===== src/rtl/adder_arbiter.sv =====
// -----------------------------------------------------------------------------
// adder_arbiter
//
// Purpose:
//   Shares a single DATA_WIDTH-bit adder among NUM_REQ requesters. A
//   round-robin arbiter picks one valid requester per cycle. Its operands are
//   summed combinationally, and the sum is captured into a one-deep result
//   register that has a valid/ready response port.
//
// Parameters:
//   DATA_WIDTH  operand/result width in bits (default 32)
//   NUM_REQ     number of requesters; power of two, 2..8 (default 4)
//   ID_W        $clog2(NUM_REQ), requester ID width (derived, not overridable)
//
// Ports:
//   clk        system clock, rising-edge active
//   rst_n      asynchronous active-low reset
//   req_valid  per-requester operand valid
//   req_ready  per-requester accept; one-hot or zero, forced 0 during reset
//   req_a      operand A, requester i in [i*DATA_WIDTH +: DATA_WIDTH]
//   req_b      operand B, same packing as req_a
//   rsp_valid  result register holds a valid sum
//   rsp_ready  consumer accepts the result
//   rsp_data   a+b mod 2^DATA_WIDTH
//   rsp_id     index of the requester that produced rsp_data
//   grant_cnt  (ADDER_ARB_STATS_EN only) NUM_REQ x 16-bit saturating
//              per-requester transfer counters, requester i in [i*16 +: 16]
//
// Build option:
//   ADDER_ARB_STATS_EN  when defined, adds grant_cnt and its counters.
//
// FSM states:
//   state | meaning
//   EMPTY | result register holds no valid sum (rsp_valid = 0)
//   FULL  | result register holds a valid sum waiting for rsp_ready
// -----------------------------------------------------------------------------
module adder_arbiter #(
  parameter  int DATA_WIDTH = 32,
  parameter  int NUM_REQ    = 4,
  localparam int ID_W       = $clog2(NUM_REQ)
) (
  input  logic                          clk,
  input  logic                          rst_n,
  input  logic [NUM_REQ-1:0]            req_valid,
  output logic [NUM_REQ-1:0]            req_ready,
  input  logic [NUM_REQ*DATA_WIDTH-1:0] req_a,
  input  logic [NUM_REQ*DATA_WIDTH-1:0] req_b,
  output logic                          rsp_valid,
  input  logic                          rsp_ready,
  output logic [DATA_WIDTH-1:0]         rsp_data,
  output logic [ID_W-1:0]               rsp_id
`ifdef ADDER_ARB_STATS_EN
  ,
  output logic [NUM_REQ*16-1:0]         grant_cnt
`endif
);

  typedef enum logic {
    EMPTY = 1'b0,
    FULL  = 1'b1
  } state_e;

  state_e                state_q, state_d;
  logic [DATA_WIDTH-1:0] rsp_data_q, rsp_data_d;
  logic [ID_W-1:0]       rsp_id_q, rsp_id_d;
  logic [ID_W-1:0]       rr_ptr_q, rr_ptr_d;

  logic [DATA_WIDTH-1:0] op_a [NUM_REQ];
  logic [DATA_WIDTH-1:0] op_b [NUM_REQ];

  logic                  can_accept;
  logic                  grant_found;
  logic [ID_W-1:0]       grant_idx;
  logic [ID_W-1:0]       scan_idx;
  logic                  xfer;
  logic [DATA_WIDTH-1:0] sum;

  // Unpack the flat operand buses into per-requester words.
  always_comb begin
    for (int i = 0; i < NUM_REQ; i++) begin
      op_a[i] = req_a[i*DATA_WIDTH +: DATA_WIDTH];
      op_b[i] = req_b[i*DATA_WIDTH +: DATA_WIDTH];
    end
  end

  // The register can take a new sum when empty, or when the held sum is being
  // drained on this same edge (no bubble between back-to-back results).
  assign can_accept = (state_q == EMPTY) || rsp_ready;

  // Round-robin scan starting at rr_ptr. NUM_REQ is a power of two, so the
  // ID_W-bit add wraps modulo NUM_REQ without an explicit compare.
  always_comb begin
    grant_found = 1'b0;
    grant_idx   = '0;
    scan_idx    = '0;
    for (int k = 0; k < NUM_REQ; k++) begin
      scan_idx = rr_ptr_q + ID_W'(k);
      if (!grant_found && req_valid[scan_idx]) begin
        grant_found = 1'b1;
        grant_idx   = scan_idx;
      end
    end
  end

  // State flops are held by the async reset, so xfer need not see rst_n.
  // The ready output, however, must read 0 while reset is asserted.
  assign xfer = grant_found && can_accept;

  always_comb begin
    req_ready = '0;
    if (xfer) begin
      req_ready[grant_idx] = rst_n;
    end
  end

  // The shared adder; the carry out is intentionally dropped.
  assign sum = op_a[grant_idx] + op_b[grant_idx];

  // Next-state / result-register logic.
  always_comb begin
    state_d    = state_q;
    rsp_data_d = rsp_data_q;
    rsp_id_d   = rsp_id_q;
    rr_ptr_d   = rr_ptr_q;

    case (state_q)
      EMPTY: begin
        if (xfer) begin
          state_d = FULL;
        end
      end
      FULL: begin
        // Drain and refill on the same edge keeps the state FULL.
        if (rsp_ready && !xfer) begin
          state_d = EMPTY;
        end
      end
      default: begin
        state_d = EMPTY;
      end
    endcase

    // The priority pointer moves only on a transfer, so idle cycles keep it.
    if (xfer) begin
      rsp_data_d = sum;
      rsp_id_d   = grant_idx;
      rr_ptr_d   = grant_idx + ID_W'(1);
    end
  end

  always_ff @(posedge clk or negedge rst_n) begin
    if (!rst_n) begin
      state_q    <= EMPTY;
      rsp_data_q <= '0;
      rsp_id_q   <= '0;
      rr_ptr_q   <= '0;
    end else begin
      state_q    <= state_d;
      rsp_data_q <= rsp_data_d;
      rsp_id_q   <= rsp_id_d;
      rr_ptr_q   <= rr_ptr_d;
    end
  end

  assign rsp_valid = (state_q == FULL);
  assign rsp_data  = rsp_data_q;
  assign rsp_id    = rsp_id_q;

`ifdef ADDER_ARB_STATS_EN
  logic [15:0] grant_cnt_q [NUM_REQ];
  logic [15:0] grant_cnt_d [NUM_REQ];

  // Per-requester counters saturate at 0xFFFF instead of wrapping.
  always_comb begin
    for (int i = 0; i < NUM_REQ; i++) begin
      grant_cnt_d[i] = grant_cnt_q[i];
      if (xfer && (grant_idx == ID_W'(i)) && (grant_cnt_q[i] != 16'hFFFF)) begin
        grant_cnt_d[i] = grant_cnt_q[i] + 16'd1;
      end
    end
  end

  always_ff @(posedge clk or negedge rst_n) begin
    if (!rst_n) begin
      for (int i = 0; i < NUM_REQ; i++) begin
        grant_cnt_q[i] <= '0;
      end
    end else begin
      for (int i = 0; i < NUM_REQ; i++) begin
        grant_cnt_q[i] <= grant_cnt_d[i];
      end
    end
  end

  always_comb begin
    grant_cnt = '0;
    for (int i = 0; i < NUM_REQ; i++) begin
      grant_cnt[i*16 +: 16] = grant_cnt_q[i];
    end
  end
`endif

endmodule

===== config.mk =====
export PLATFORM = sky130hd
export DESIGN_NAME = adder_arbiter
export DESIGN_NICKNAME = d
export VERILOG_FILES = /design/src/rtl/adder_arbiter.sv
export SDC_FILE = /design/constraint.sdc
export NUM_CORES = 1
export LEC_CHECK = 0
export BUFFER_PORTS_ARGS = -buffer_cell sky130_fd_sc_hd__buf_2
export CORE_AREA = 3 3 116 118
export CTS_CLUSTER_DIAMETER = 120
export DETAILED_ROUTE_END_ITERATION = 8
export DIE_AREA = 0 0 119 121
export PLACE_DENSITY = 0.78
export SLEW_MARGIN = 20
export SYNTH_ARGS = -nofsm -noshare
export SYNTH_HDL_FRONTEND = slang
export SYNTH_SLANG_ARGS = --single-unit

===== constraint.sdc =====
create_clock -name clk -period 7.8 [get_ports clk]
set_input_delay 0.78 -clock clk [delete_from_list [all_inputs] [get_ports clk]]
set_output_delay 0.78 -clock clk [all_outputs]
set_load 0.01 [all_outputs]

# ---- Yosys cells after proc, flatten, opt, wreduce, memory -nomap -nowiden
# Cells that the tools add are included.
# Widths: inputs -> output; s select.
dict set report word_totals {
  rom_bits 0
  latchBits 0
  ram_bits 0
  reg_bits 37
  in_bits 263
  memories 0
}
dict set report op_classes {
  n_addsub 5
  mul 0
  reduce_logical 11
  n_bitwise 3
  muxes 28
  eq_ne 0
  order_cmp 7
  n_shift 0
  div_mod_pow 0
}
# operator count
set ops {}
lappend ops {{$bmux 32 s2} 2}
lappend ops {{$mux 32} 4}
lappend ops {{$add 32x32->32} 1}
lappend ops {{$lt 2x3->1 const B} 5}
lappend ops {{$mux 1} 11}
lappend ops {{$bmux 1 s2} 4}
lappend ops {{$mux 2} 4}
lappend ops {{$logic_and 1x1->1} 6}
lappend ops {{$add 2x1->2 const B} 2}
lappend ops {{$add 2x2->2 const B} 2}
lappend ops {{$and 4x4->4} 1}
lappend ops {{$logic_not 1->1} 4}
lappend ops {{$mux 4} 1}
lappend ops {{$ge 3x3->1 const B} 1}
lappend ops {{$not 2->3} 1}
lappend ops {{$demux 1 s2} 1}
lappend ops {{$ge 2x1->1 const B} 1}
lappend ops {{$pmux 1 s2} 1}
lappend ops {{$logic_or 1x1->1} 1}
lappend ops {{$not 1->1} 1}

# ---- Longest topological paths before layout
dict set report depth {
  depth_word 18
  mapped_depth 19
  ltp_nobuf 17
}

# ---- Worst setup path before layout
# OpenSTA, ideal clock, no wires.
dict set report synth_path {
  path_kind {input to register}
  from {input req_valid[2]}
  to {register rsp_data_q[31], in the netlist rsp_data[31]}
  setup_time_ns 0.069
  setup_slack_ns 3.288
  path_stages 18
  arrival_time_ns 4.443
  cell_sequence {nand2b_1 > a21oi_1 > nor3_4 > inv_2 > clkbuf_1 > buf_1 > clkbuf_1 > nand2_1 > a31oi_1 > ha_1 > a211oi_1 > o211ai_1 > a21o_1 > a31o_2 > a311oi_1 > nor4_1 > or4_1 > nand3_1}
}
dict set report synth_via {
  elab_chain_cells 17
  elab_cells_between_ends 31
  classes_between {add/sub (1); mux (22); bitwise (1); reduce/logical (7)}
}
# item line
set synth_lines {}
lappend synth_lines {{from (decl)} 44} ;# input logic [NUM_REQ-1:0] req_valid,
lappend synth_lines {{$bmux 1 s2} 98} ;# if (!grant_found && req_valid[scan_idx]) begin
lappend synth_lines {{$mux 1 (implied by the code)} 98}
lappend synth_lines {{$mux 1} 98}
lappend synth_lines {{$logic_not 1->1} 98}
lappend synth_lines {{$logic_and 1x1->1} 98}
lappend synth_lines {{$mux 1} 98}
lappend synth_lines {{$logic_not 1->1} 98}
lappend synth_lines {{$logic_and 1x1->1} 98}
lappend synth_lines {{$mux 1} 98}
lappend synth_lines {{$logic_not 1->1} 98}
lappend synth_lines {{$logic_and 1x1->1} 98}
lappend synth_lines {{$mux 2} 98}
lappend synth_lines {{$not 2->3 (implied by the code)} 117} ;# assign sum = op_a[grant_idx] + op_b[grant_idx];
lappend synth_lines {{$bmux 32 s2} 117}
lappend synth_lines {{$mux 32 (implied by the code) (2 in series)} 117}
lappend synth_lines {{$add 32x32->32} 117}
lappend synth_lines {{to (signal assigned)} 159} ;# rsp_data_q <= rsp_data_d;
lappend synth_lines {{to (decl)} 64} ;# logic [DATA_WIDTH-1:0] rsp_data_q, rsp_data_d;
# Parallel ways exist; a longest one is shown, timed or not. The select of a mux whose other input is x is not followed.
# A chain may end at the register's enable or synchronous reset.

# ---- Worst setup path in the final report
dict set report layout_path {
  from {input req_valid[3]}
  to {register rsp_data_q[28], in the netlist rsp_data[28]}
}
# Same word-level chain as after synthesis.

==> flow_summary.json <==
{
  "status": "completed",
  "pin_count": 302,
  "place_hpwl_um": 16000,
  "synth_cells": 792,
  "start_util": 0.397,
  "cap_violations": 0,
  "vias": 6565,
  "syn_to_final_growth_pct": 35.6,
  "nets": 1354,
  "slew_viol_final": 0,
  "rsz0062_at_grt": "false",
  "grt_use_total": 0.255,
  "firstDrtPassIters": 4,
  "yosys_warnings": 0,
  "die_y_um": 121,
  "power_per_cell_area_mw_per_mm2": 413,
  "rr_startpoint": "rr_ptr_q[1]$_DFFE_PN0P_",
  "cts-resized-gates": 0,
  "worstHoldStart": "rsp_data[17]$_DFFE_PN0P_",
  "die_w_um": 119,
  "mostFrequentLayoutCell": "nand2_1",
  "synth_area_mm2": 0.00499,
  "maxSlewHeadroom": 0.390,
  "top_usage_layer": "met2",
  "die_area_mm2": 0.0144,
  "numCtsBuffers": 5,
  "antenna_found_initial": 2,
  "use_met2": 0.417,
  "start_kind": "input pin",
  "wl_per_cell_um": 16.1,
  "met3_usage": 0.0364,
  "grt_pass1_wl_um": 30000,
  "cts-root-buf": "clkbuf_16",
  "clkSlewWorstSetupHoldPaths_ns": 0.06,
  "crit_path_start": "req_valid[3]",
  "grt_overflow": 0,
  "coreArea_mm2": 0.0126,
  "fin_crit_ns": 4.81,
  "synth-edff-count": 0,
  "worst-setup-path-type": "in2reg",
  "dpl.cell_count": 1220,
  "wirelength_um": 19700,
  "cts_tree": "yes",
  "drt_iter0_drc": 458,
  "place_congestion": 0.935,
  "yosys_register_bits": 37,
  "cp_max_fo": 37,
  "syn_nets": 1091,
  "cp.arrival_ns": 4.94,
  "clkSinkCount": 37,
  "clock_path_buffers": 2,
  "clock_latency_ns": 0.28,
  "leakage_nw": 3.69,
  "final_cells": 1229,
  "ir_drop_uv": 209,
  "final.setup_skew_ns": 0.00499,
  "setup_viol": 0,
  "most-common-layout-cells": "nand2_1 (303), buf_2 (301), and3_1 (69)",
  "max_freq_ghz": 0.208,
  "drt-vias-per-instance": 5.34,
  "cts_hold_repair.buffers": 0,
  "antenna_left": 0,
  "port_buffers": 301,
  "synth-main-ff-cell": "dfrtp_1",
  "rows": 41,
  "ys_seq_area_frac": 0.186,
  "grt_max_degree": 96,
  "period_share": 0.617,
  "tns_ns": 0,
  "grt_pass1_vias": 5926,
  "fillers": 1334,
  "cp.required_ns": 7.93,
  "drc_errors": 0,
  "hold_class": "reg2reg",
  "crit_path_end_kind": "flip-flop",
  "use_met1": 0.363,
  "tightestPinTransition_ns": 0.915,
  "postCtsSetupBuffers": 0,
  "h-tree-depth": 2,
  "hold_viol_final": 0,
  "synth_cell_type_count": 50,
  "drive_gt1_frac": 0.307,
  "synth.avg_cell_area_um2": 6.30,
  "async_reset_ff_frac": 1.00
}
==> where the power goes <==
group	switching [mW]	internal [mW]	total, mW
registers	0.0538	0.291	0.345
clock network	0.0788	0.159	0.238
logic	1.34	0.869	2.21
total	1.47	1.32	2.79
==> worst paths after layout <==
check / slack (ns) / end / depth (start not counted)
hold / removal: 0.47 / rsp_data[17]$_DFFE_PN0P_ / 2
hold reg to reg: 0.47 / rsp_data[17]$_DFFE_PN0P_ / 2
min in group asynchronous: 0.61 / rsp_data[12]$_DFFE_PN0P_ / 1
max in group asynchronous: 6.63 / rsp_data[29]$_DFFE_PN0P_ / 1
setup / recovery: 2.99 / rsp_data[28]$_DFFE_PN0P_ / 17
setup reg to reg: 3.10 / rsp_data[31]$_DFFE_PN0P_ / 17
==> synthesized netlist by cell type, types with 2 or more instances <==
cell        n  share of area
a211oi_1    3         0.0045
a21boi_0    2         0.0030
a21o_1     13          0.020
a21oi_1    32          0.032
a311oi_1    2         0.0035
a31oi_1    65          0.081
and2_1      2         0.0025
and3_1     69          0.086
and4_1      2         0.0035
buf_1       9         0.0068
clkbuf_1   43          0.032
dfrtp_1    37           0.19
ha_1       35          0.088
inv_1      14          0.011
mux2i_1     5          0.010
nand2_1   303           0.23
nand2b_1    5         0.0063
nand3_1     9         0.0090
nand4_1     5         0.0063
nor2_1     15          0.011
nor3_1      7         0.0070
o211ai_1    6         0.0090
o21a_1      4         0.0060
o21ai_0    41          0.041
o21ai_1     3         0.0030
o21bai_1    4         0.0060
o22ai_1     2         0.0025
o31ai_1     3         0.0045
o41ai_1     2         0.0035
or3_1       3         0.0038
or4_1       2         0.0030
xnor2_1    17          0.030
xor2_1     11          0.019
==> state kept, by name (all words and copies together), names as in the netlist <==
name,count
rsp_data,32
rsp_id,2
rr_ptr_q,2
rsp_valid,1
==> logic make-up after synthesis <==
logic type                 synth area share
xor gates and xnor gates             0.0491
and+or+nand+nor                       0.377
adders and majority gates            0.0918
DFF                                   0.186
muxes                                0.0100
AOI/OAI and AO/OA                     0.236
buffers and inverters                0.0504
==> through the flow <==
| stage | worst slack, ns | util | instance area, um2 | hold WS, ns | total power, mW |
|---|---|---|---|---|---|
| after floorplan | 3.29 | - | 4990 | 0.484 | 1.88 |
| after global placement | 2.82 | 0.524 | 6590 | 0.456 | 2.51 |
| after detailed placement | 2.70 | 0.524 | 6590 | 0.465 | 2.53 |
| after CTS | 2.97 | 0.538 | 6760 | 0.478 | 2.78 |
| after global routing | 2.51 | 0.538 | 6760 | 0.498 | 3.06 |
| final | 2.99 | 0.538 | 6770 | 0.471 | 2.79 |
==> final cells by class <==
type / count / area (um2) / share of cell area
multi-input cells: 688 / 3830 / 0.566
clock inverters: 2 / 37.5 / 0.00555
clock buffers: 6 / 139 / 0.0205
repair buffers: 308 / 1560 / 0.230
flip-flops and latches: 37 / 926 / 0.137
inverters: 15 / 58.8 / 0.00869
well taps: 172 / 215 / 0.0318
diodes: 1 / 2.50 / 0.000370
==> worst max-delay path, stage by stage <==
cell and delay [ns]:
buf_2 0.13, nand2b_1 0.14, a211oi_1 0.38, nor2_4 0.06, inv_2 0.48, buf_4 0.44
a31oi_1 0.19, ha_1 0.29, fa_1 0.41, a21oi_1 0.27, o311ai_1 0.16, nor4b_1 0.21
o21ai_0 0.32, o211ai_1 0.16, a31oi_1 0.21, xor2_1 0.17, o21ai_0 0.10
==> routing by layer <==
| metal | wire [um] | vias to the layer above |
|---|---|---|
| met4 | 256 | 2 |
| li1 | - | 3298 |
| met3 | 1600 | 23 |
| met5 | 9 | - |
| met2 | 9100 | 270 |
| met1 | 8790 | 2972 |
Power figures use the tool's default switching activity.
